## src/rtl/stdp_pkg.sv

```systemverilog
`default_nettype none
//==============================================================================
// stdp_pkg -- shared types and helpers for the STDP learner (rev 1.0)
//==============================================================================
package stdp_pkg;

  localparam int MAG_MAX_W = 32;
  localparam int CALC_W    = 64;

  typedef logic [CALC_W-1:0] calc_t;

  typedef struct packed {
    logic [MAG_MAX_W-1:0] mag;
    logic                 sign;   // 1 = depression (subtract)
    logic                 valid;
  } delta_t;

  function automatic int idx_w(input int n);
    return (n <= 1) ? 1 : $clog2(n);
  endfunction

  // Wide enough that w + mag can never wrap before the clamp.
  function automatic calc_t sat_apply(input calc_t w, input calc_t mag,
                                      input logic sub, input calc_t w_max);
    calc_t r;
    if (sub) begin
      r = (mag > w) ? '0 : (w - mag);
    end else begin
      r = w + mag;
      if (r > w_max) r = w_max;
    end
    return r;
  endfunction

endpackage
`default_nettype wire

```

## src/rtl/stdp_spike_timer.sv

```systemverilog
`default_nettype none
//==============================================================================
// stdp_spike_timer -- saturating cycles-since-spike counter with seen flag (rev 1.0)
//==============================================================================
module stdp_spike_timer #(
  parameter int TIMER_W = 4
) (
  input  logic               clk,
  input  logic               rst_n,
  input  logic               i_spike,
  output logic [TIMER_W-1:0] o_t,
  output logic               o_seen
);

  logic [TIMER_W-1:0] r_t;
  logic               r_seen;

  always_ff @(posedge clk) begin
    if (!rst_n) begin
      r_t    <= '0;
      r_seen <= 1'b0;
    end else if (i_spike) begin
      r_t    <= '0;
      r_seen <= 1'b1;
    end else if (r_t != '1) begin
      r_t <= r_t + TIMER_W'(1);
    end
  end

  assign o_t    = r_t;
  assign o_seen = r_seen;

endmodule
`default_nettype wire

```

## src/rtl/stdp_learner.sv

```systemverilog
`default_nettype none
//==============================================================================
// stdp_learner -- pair-based STDP with saturating weights and host port (rev 1.0)
//==============================================================================
module stdp_learner
  import stdp_pkg::*;
#(
  parameter  int NUM_PRE  = 4,
  parameter  int TIMER_W  = 4,
  parameter  int WEIGHT_W = 8,
  parameter  int WINDOW   = 8,
  parameter  int LR_SHIFT = 0,
  parameter  int W_INIT   = 128,
  localparam int IDX_W    = idx_w(NUM_PRE)
) (
  input  logic                         clk,
  input  logic                         rst_n,
  input  logic                         learn_en,
  input  logic [NUM_PRE-1:0]           pre_spike,
  input  logic                         post_spike,
  input  logic                         wr_en,
  input  logic [IDX_W-1:0]             wr_idx,
  input  logic [WEIGHT_W-1:0]          wr_data,
  input  logic [IDX_W-1:0]             rd_idx,
  output logic [WEIGHT_W-1:0]          rd_weight,
  output logic [NUM_PRE*WEIGHT_W-1:0]  weights,
  output logic                         update_valid,
  output logic [NUM_PRE-1:0]           update_mask,
  output logic [NUM_PRE-1:0]           ltp_mask
);

  localparam logic [TIMER_W-1:0]  c_window  = TIMER_W'(WINDOW);
  localparam logic [WEIGHT_W-1:0] c_w_init  = WEIGHT_W'(W_INIT);
  localparam calc_t               c_w_max   = calc_t'({WEIGHT_W{1'b1}});
  localparam logic [IDX_W:0]      c_num_pre = (IDX_W+1)'(NUM_PRE);

  // Sampled spikes; the timers and the pairing logic both run off these, so
  // every timer value seen by the pairing logic is still the pre-spike value.
  logic [NUM_PRE-1:0]  r_pre;
  logic                r_post;
  logic                r_learn;

  logic [TIMER_W-1:0]  w_pre_t [NUM_PRE];
  logic [NUM_PRE-1:0]  w_pre_seen;
  logic [TIMER_W-1:0]  w_post_t;
  logic                w_post_seen;

  logic [NUM_PRE-1:0]  w_ltp;
  logic [NUM_PRE-1:0]  w_ltd;
  delta_t              w_s1_d [NUM_PRE];
  delta_t              r_s1   [NUM_PRE];

  logic [WEIGHT_W-1:0] r_weight [NUM_PRE];
  logic [WEIGHT_W-1:0] w_w_nxt  [NUM_PRE];
  logic [NUM_PRE-1:0]  w_upd;
  logic [NUM_PRE-1:0]  w_ltp_hit;
  logic                w_rd_ok;

  generate
    for (genvar g = 0; g < NUM_PRE; g++) begin : g_pre_timer
      stdp_spike_timer #(.TIMER_W(TIMER_W)) u_timer (
        .clk     (clk),
        .rst_n   (rst_n),
        .i_spike (r_pre[g]),
        .o_t     (w_pre_t[g]),
        .o_seen  (w_pre_seen[g])
      );
    end
  endgenerate

  stdp_spike_timer #(.TIMER_W(TIMER_W)) u_post_timer (
    .clk     (clk),
    .rst_n   (rst_n),
    .i_spike (r_post),
    .o_t     (w_post_t),
    .o_seen  (w_post_seen)
  );

  // Pairing: coincident pre/post on a channel cancels both directions.
  always_comb begin
    w_ltp = '0;
    w_ltd = '0;
    for (int i = 0; i < NUM_PRE; i++) begin
      w_ltp[i] = r_post && !r_pre[i] && w_pre_seen[i] && (w_pre_t[i] < c_window);
      w_ltd[i] = r_pre[i] && !r_post && w_post_seen && (w_post_t < c_window);
      w_s1_d[i]       = '0;
      w_s1_d[i].valid = r_learn && (w_ltp[i] || w_ltd[i]);
      w_s1_d[i].sign  = w_ltd[i];
      w_s1_d[i].mag   = w_ltd[i] ? (MAG_MAX_W'(c_window - w_post_t)   << LR_SHIFT)
                                 : (MAG_MAX_W'(c_window - w_pre_t[i]) << LR_SHIFT);
    end
  end

  // Host write takes priority over a same-cycle delta on that channel.
  always_comb begin
    w_upd     = '0;
    w_ltp_hit = '0;
    for (int i = 0; i < NUM_PRE; i++) begin
      w_w_nxt[i] = r_weight[i];
      if (wr_en && (wr_idx == IDX_W'(i))) begin
        w_w_nxt[i] = wr_data;
      end else if (r_s1[i].valid) begin
        w_w_nxt[i]   = WEIGHT_W'(sat_apply(calc_t'(r_weight[i]), calc_t'(r_s1[i].mag),
                                           r_s1[i].sign, c_w_max));
        w_upd[i]     = 1'b1;
        w_ltp_hit[i] = !r_s1[i].sign;
      end
    end
  end

  assign w_rd_ok = ({1'b0, rd_idx} < c_num_pre);

  always_ff @(posedge clk) begin
    if (!rst_n) begin
      r_pre        <= '0;
      r_post       <= 1'b0;
      r_learn      <= 1'b0;
      for (int i = 0; i < NUM_PRE; i++) begin
        r_s1[i]     <= '0;
        r_weight[i] <= c_w_init;
      end
      rd_weight    <= '0;
      update_valid <= 1'b0;
      update_mask  <= '0;
      ltp_mask     <= '0;
    end else begin
      r_pre        <= pre_spike;
      r_post       <= post_spike;
      r_learn      <= learn_en;
      for (int i = 0; i < NUM_PRE; i++) begin
        r_s1[i]     <= w_s1_d[i];
        r_weight[i] <= w_w_nxt[i];
      end
      rd_weight    <= w_rd_ok ? r_weight[rd_idx] : '0;
      update_valid <= |w_upd;
      update_mask  <= w_upd;
      ltp_mask     <= w_ltp_hit;
    end
  end

  generate
    for (genvar g = 0; g < NUM_PRE; g++) begin : g_flat
      assign weights[g*WEIGHT_W +: WEIGHT_W] = r_weight[g];
    end
  endgenerate

endmodule
`default_nettype wire

```

## config.mk

```make
export PLATFORM = sky130hd
export DESIGN_NAME = stdp_learner
export DESIGN_NICKNAME = d
export VERILOG_FILES = /design/src/rtl/stdp_pkg.sv /design/src/rtl/stdp_spike_timer.sv /design/src/rtl/stdp_learner.sv
export SDC_FILE = /design/constraint.sdc
export NUM_CORES = 1
export LEC_CHECK = 0
export ABC_AREA = 0
export CAP_MARGIN = 20
export CORE_MARGIN = 5
export CORE_UTILIZATION = 35
export CTS_CLUSTER_SIZE = 16
export DETAILED_ROUTE_END_ITERATION = 16
export GPL_TIMING_DRIVEN = 0
export PLACE_DENSITY = 0.64
export SLEW_MARGIN = 20
export SYNTH_ARGS = -nofsm -noshare
export SYNTH_HDL_FRONTEND = slang
export SYNTH_SLANG_ARGS = --single-unit
export TNS_END_PERCENT = 30
```

## constraint.sdc

```tcl
create_clock -name clk -period 5.4 [get_ports clk]
set_input_delay 1.35 -clock clk [delete_from_list [all_inputs] [get_ports clk]]
set_output_delay 1.35 -clock clk [all_outputs]
set_load 0.05 [all_outputs]
```

==> summary.md <==
| Metric | Value |
|---|---|
| Max-cap violations | `0` |
| Post-CTS setup buffers | `0` |
| Tmin final | `4839 ps` |
| Syn Std Cell Area | `0.009254 mm²` |
| WP data required | `5620 ps` |
| Switching power total | `0.0006607 W` |
| Max incr delay on CP | `920 ps` |
| Crit path max-delay family | `simple AND/OR/NAND/NOR gates` |
| Filler Cells Inserted | `2641` |
| Grt total ovfl | `0` |
| Number of synthesized flops with an enable pin | `0` |
| Register clock-pin slew on the reported worst setup and hold paths | `70 ps` |
| Pins over their slew limit | `0` |
| CP bufs+invs | `0` |
| Slowest library cell on the worst path | `o311ai_0` |
| Register area share after synthesis | `23.36%` |
| Die Y | `172.6 µm` |
| Max Root-Sink Buffers | `2` |
| Routed WL per cell | `16.52 µm` |
| Non-Filler Instances | `1571` |
| WS Path Type | `reg -> reg` |
| GP Congestion | `0.8935` |
| CTS Buf Count | `9` |
| Initial DRC count | `807` |
| Drt drc | `0` |
| Commonest non-fill, non-tap cells in the layout | `ha_1 (146), nor2_1 (124), dfxtp_1 (108), inv_1 (105), a21oi_1 (77)` |
| PortBufs | `66` |
| Period utilisation layout | `89.61%` |
| Commonest non-fill, non-tap cell in the layout | `ha_1` |
| Die width | `172.6 µm` |
| Reg power frac | `43.7%` |
| H-tree levels | `3` |
| Status | `finished, final reports clean` |
| Tot GR Track Use | `16.85%` |
| Syn Area/Cell | `8.012 µm²` |
| Worst setup SP type | `register` |
| Antenna fix cells | `0` |
| Hold Violations, Final | `0` |
| CTS tree | `built` |
| Internal power | `0.001352 W` |
| Final wirelength | `25960 µm` |
| DRT antenna net count | `0` |
| Slew HR | `25.15%` |
| Nets@finish | `1407` |
| Arrival time worst endpoint | `5060 ps` |
| Largest net degree at the start of global routing | `27` |
| Total die area | `0.02979 mm²` |
| Leakage | `4.454 nW` |
| Starting Density | `35.51%` |
| Logic pwr share | `25.2%` |
| Fmax | `206.7 MHz` |
| Synthesized instance count | `1155` |
| Area of the multi-input gates | `0.006472 mm²` |
| Clock power frac | `31.0%` |
| Worst setup EP type | `register` |
| Antenna violations before repair | `0` |
| Post-CTS sizing | `0` |
| Hold_buf cts | `0` |
| Worst slew pin tran | `1109 ps` |
| Cells after DPL | `1556` |
| FFs w/ async S/R, synth | `0%` |
| Worst-path fanout max | `26` |
| Setup TNS | `0 ps` |
| Clk_skew | `7.909 ps` |
| Number of global-route vias before repair | `8002` |
| Row count | `59` |
| PwrDens | `189.9 mW/mm²` |
| Fraction of layout cells with a size suffix above 1 | `3.641%` |
| Most frequent CP cell | `ha_1` |
| Max VDD drop | `0.1700 mV` |
| Clk Latency, worst-skew pair | `360 ps` |
| Vias | `8469` |
| DP HPWL | `20250 µm` |
| Vias per cell | `5.391` |
| Unrepaired setup endpoints after global routing | `no` |
| HP Class | `reg -> reg` |
| Top FF cell, synth | `dfxtp_1` |
| Synthesis-stage register bit count | `108` |
| Synth Warn # | `0` |
| Unique masters post-synth | `75` |
| Switching share of power | `32.83%` |
| First-pass GRT wire length | `41930 µm` |
| Core area | `0.02606 mm²` |
| DR pass1 iterations | `5` |
| # IOs | `70` |
| Syn nets | `1330` |
| Area delta synth->final | `14.52%` |
| CTS sink count | `108` |
| Setup Viol. Count Final | `0` |
| Critical-path cell list | `ha_1 -> nor3_1 -> o21ai_0 -> nand3_1 -> a21oi_1 -> nand2b_1 -> ha_1 -> nor4_1 -> nand3b_1 -> or3_1 -> o311ai_0 -> and3_1 -> a221oi_1` |
| Root buffer cell | `clkbuf_16` |
| FF+latch area | `0.002162 mm²` |
-- final cells by class --
cell class,instances,share of cell area [%]
multi-input combinational,883,61.07
sequential,108,20.40
timing repair buffer,66,6.234
tap,335,3.955
inverter,105,3.719
clock buffer,10,2.161
buffer,59,2.125
clock inverter,5,0.3306
-- final timing paths --
kind	endpoint	start	slack [ps]	cells after the start
setup / recovery	r_weight[1][3]	r_s1[1][32]	560	13
hold / removal	g_pre_timer[3].u_timer.o_seen	g_pre_timer[3].u_timer.o_seen	470	2
setup reg to reg	r_weight[1][3]	r_s1[1][32]	560	13
hold reg to reg	g_pre_timer[3].u_timer.o_seen	g_pre_timer[3].u_timer.o_seen	470	2
-- power groups by stage --
stage          clock network [W]  logic [W]  registers (W)
2_1_floorplan                  0   0.000335       0.000920
6_report                0.000625   0.000508       0.000880
3_5_place_dp                   0   0.000502       0.000898
4_1_cts                 0.000638   0.000506       0.000880
5_1_grt                 0.000665   0.000561       0.000885
3_3_place_gp                   0   0.000497       0.000897
-- state kept, by name, summed over array words and instances, names as in the netlist --
name,flops
g_pre_timer.u_timer.o_seen,4
g_pre_timer.u_timer.o_t,16
ltp_mask,4
r_learn,1
r_post,1
r_pre,4
r_s1,28
r_weight,32
rd_weight,8
u_post_timer.o_seen,1
u_post_timer.o_t,4
update_mask,4
update_valid,1
-- tightest hold or removal path, stage by stage (launching register included) --
cell	delay, ps
dfxtp_1	330
nor2_1	50
nor2_1	70
-- cell usage after synthesis (9+ instances only) --
cell / instances / area, µm²
nor2b_1: 11 / 68.82
a21o_1: 16 / 120.1
a21oi_1: 77 / 385.4
o21ai_0: 61 / 305.3
xor2_1: 15 / 131.4
clkbuf_1: 55 / 206.5
nand2_1: 63 / 236.5
or3_1: 9 / 56.30
mux2i_1: 9 / 90.09
dfxtp_1: 108 / 2162
nor3_1: 36 / 180.2
a221oi_1: 13 / 113.9
and2_1: 20 / 125.1
a211oi_1: 12 / 90.09
xnor2_1: 28 / 245.2
nor2_1: 124 / 465.5
inv_1: 105 / 394.1
a31oi_1: 24 / 150.1
o211ai_1: 9 / 67.56
nand3_1: 29 / 145.1
nand2b_1: 28 / 175.2
o21bai_1: 13 / 97.59
ha_1: 146 / 1827
-- layer usage --
metal	wire length (µm)	track usage (%)	vias up
li1	-	-	4219
met3	1572	3.493	31
met5	0	0	-
met2	11940	27.66	253
met1	12060	22.83	3966
met4	386	3.863	0
-- per-stage QoR --
stage	utilization, %	power (W)	cell area (µm²)	setup slack [ps]	hold WS [ps]
after detailed placement	39.66	0.001401	10330	592.7	459.0
after global placement	39.66	0.001394	10330	687.8	450.6
after floorplan	-	0.001254	9254	1130	440.7
after global routing	40.67	0.002112	10600	233.0	499.6
final	40.67	0.002013	10600	561.2	473.6
after CTS	40.67	0.002024	10600	579.0	474.8
-- kinds of logic after synthesis --
| kind of cell | share of synthesized area [%] |
|---|---|
| adder cells (fa/ha/maj) | 21.47 |
| AND/OR/NAND/NOR | 19.86 |
| flip-flops | 23.36 |
| XOR/XNOR | 4.070 |
| buffers and inverters | 6.693 |
| AO/OA/AOI/OAI | 21.62 |
| multiplexers | 2.921 |
(Power assumes the default switching activity.)
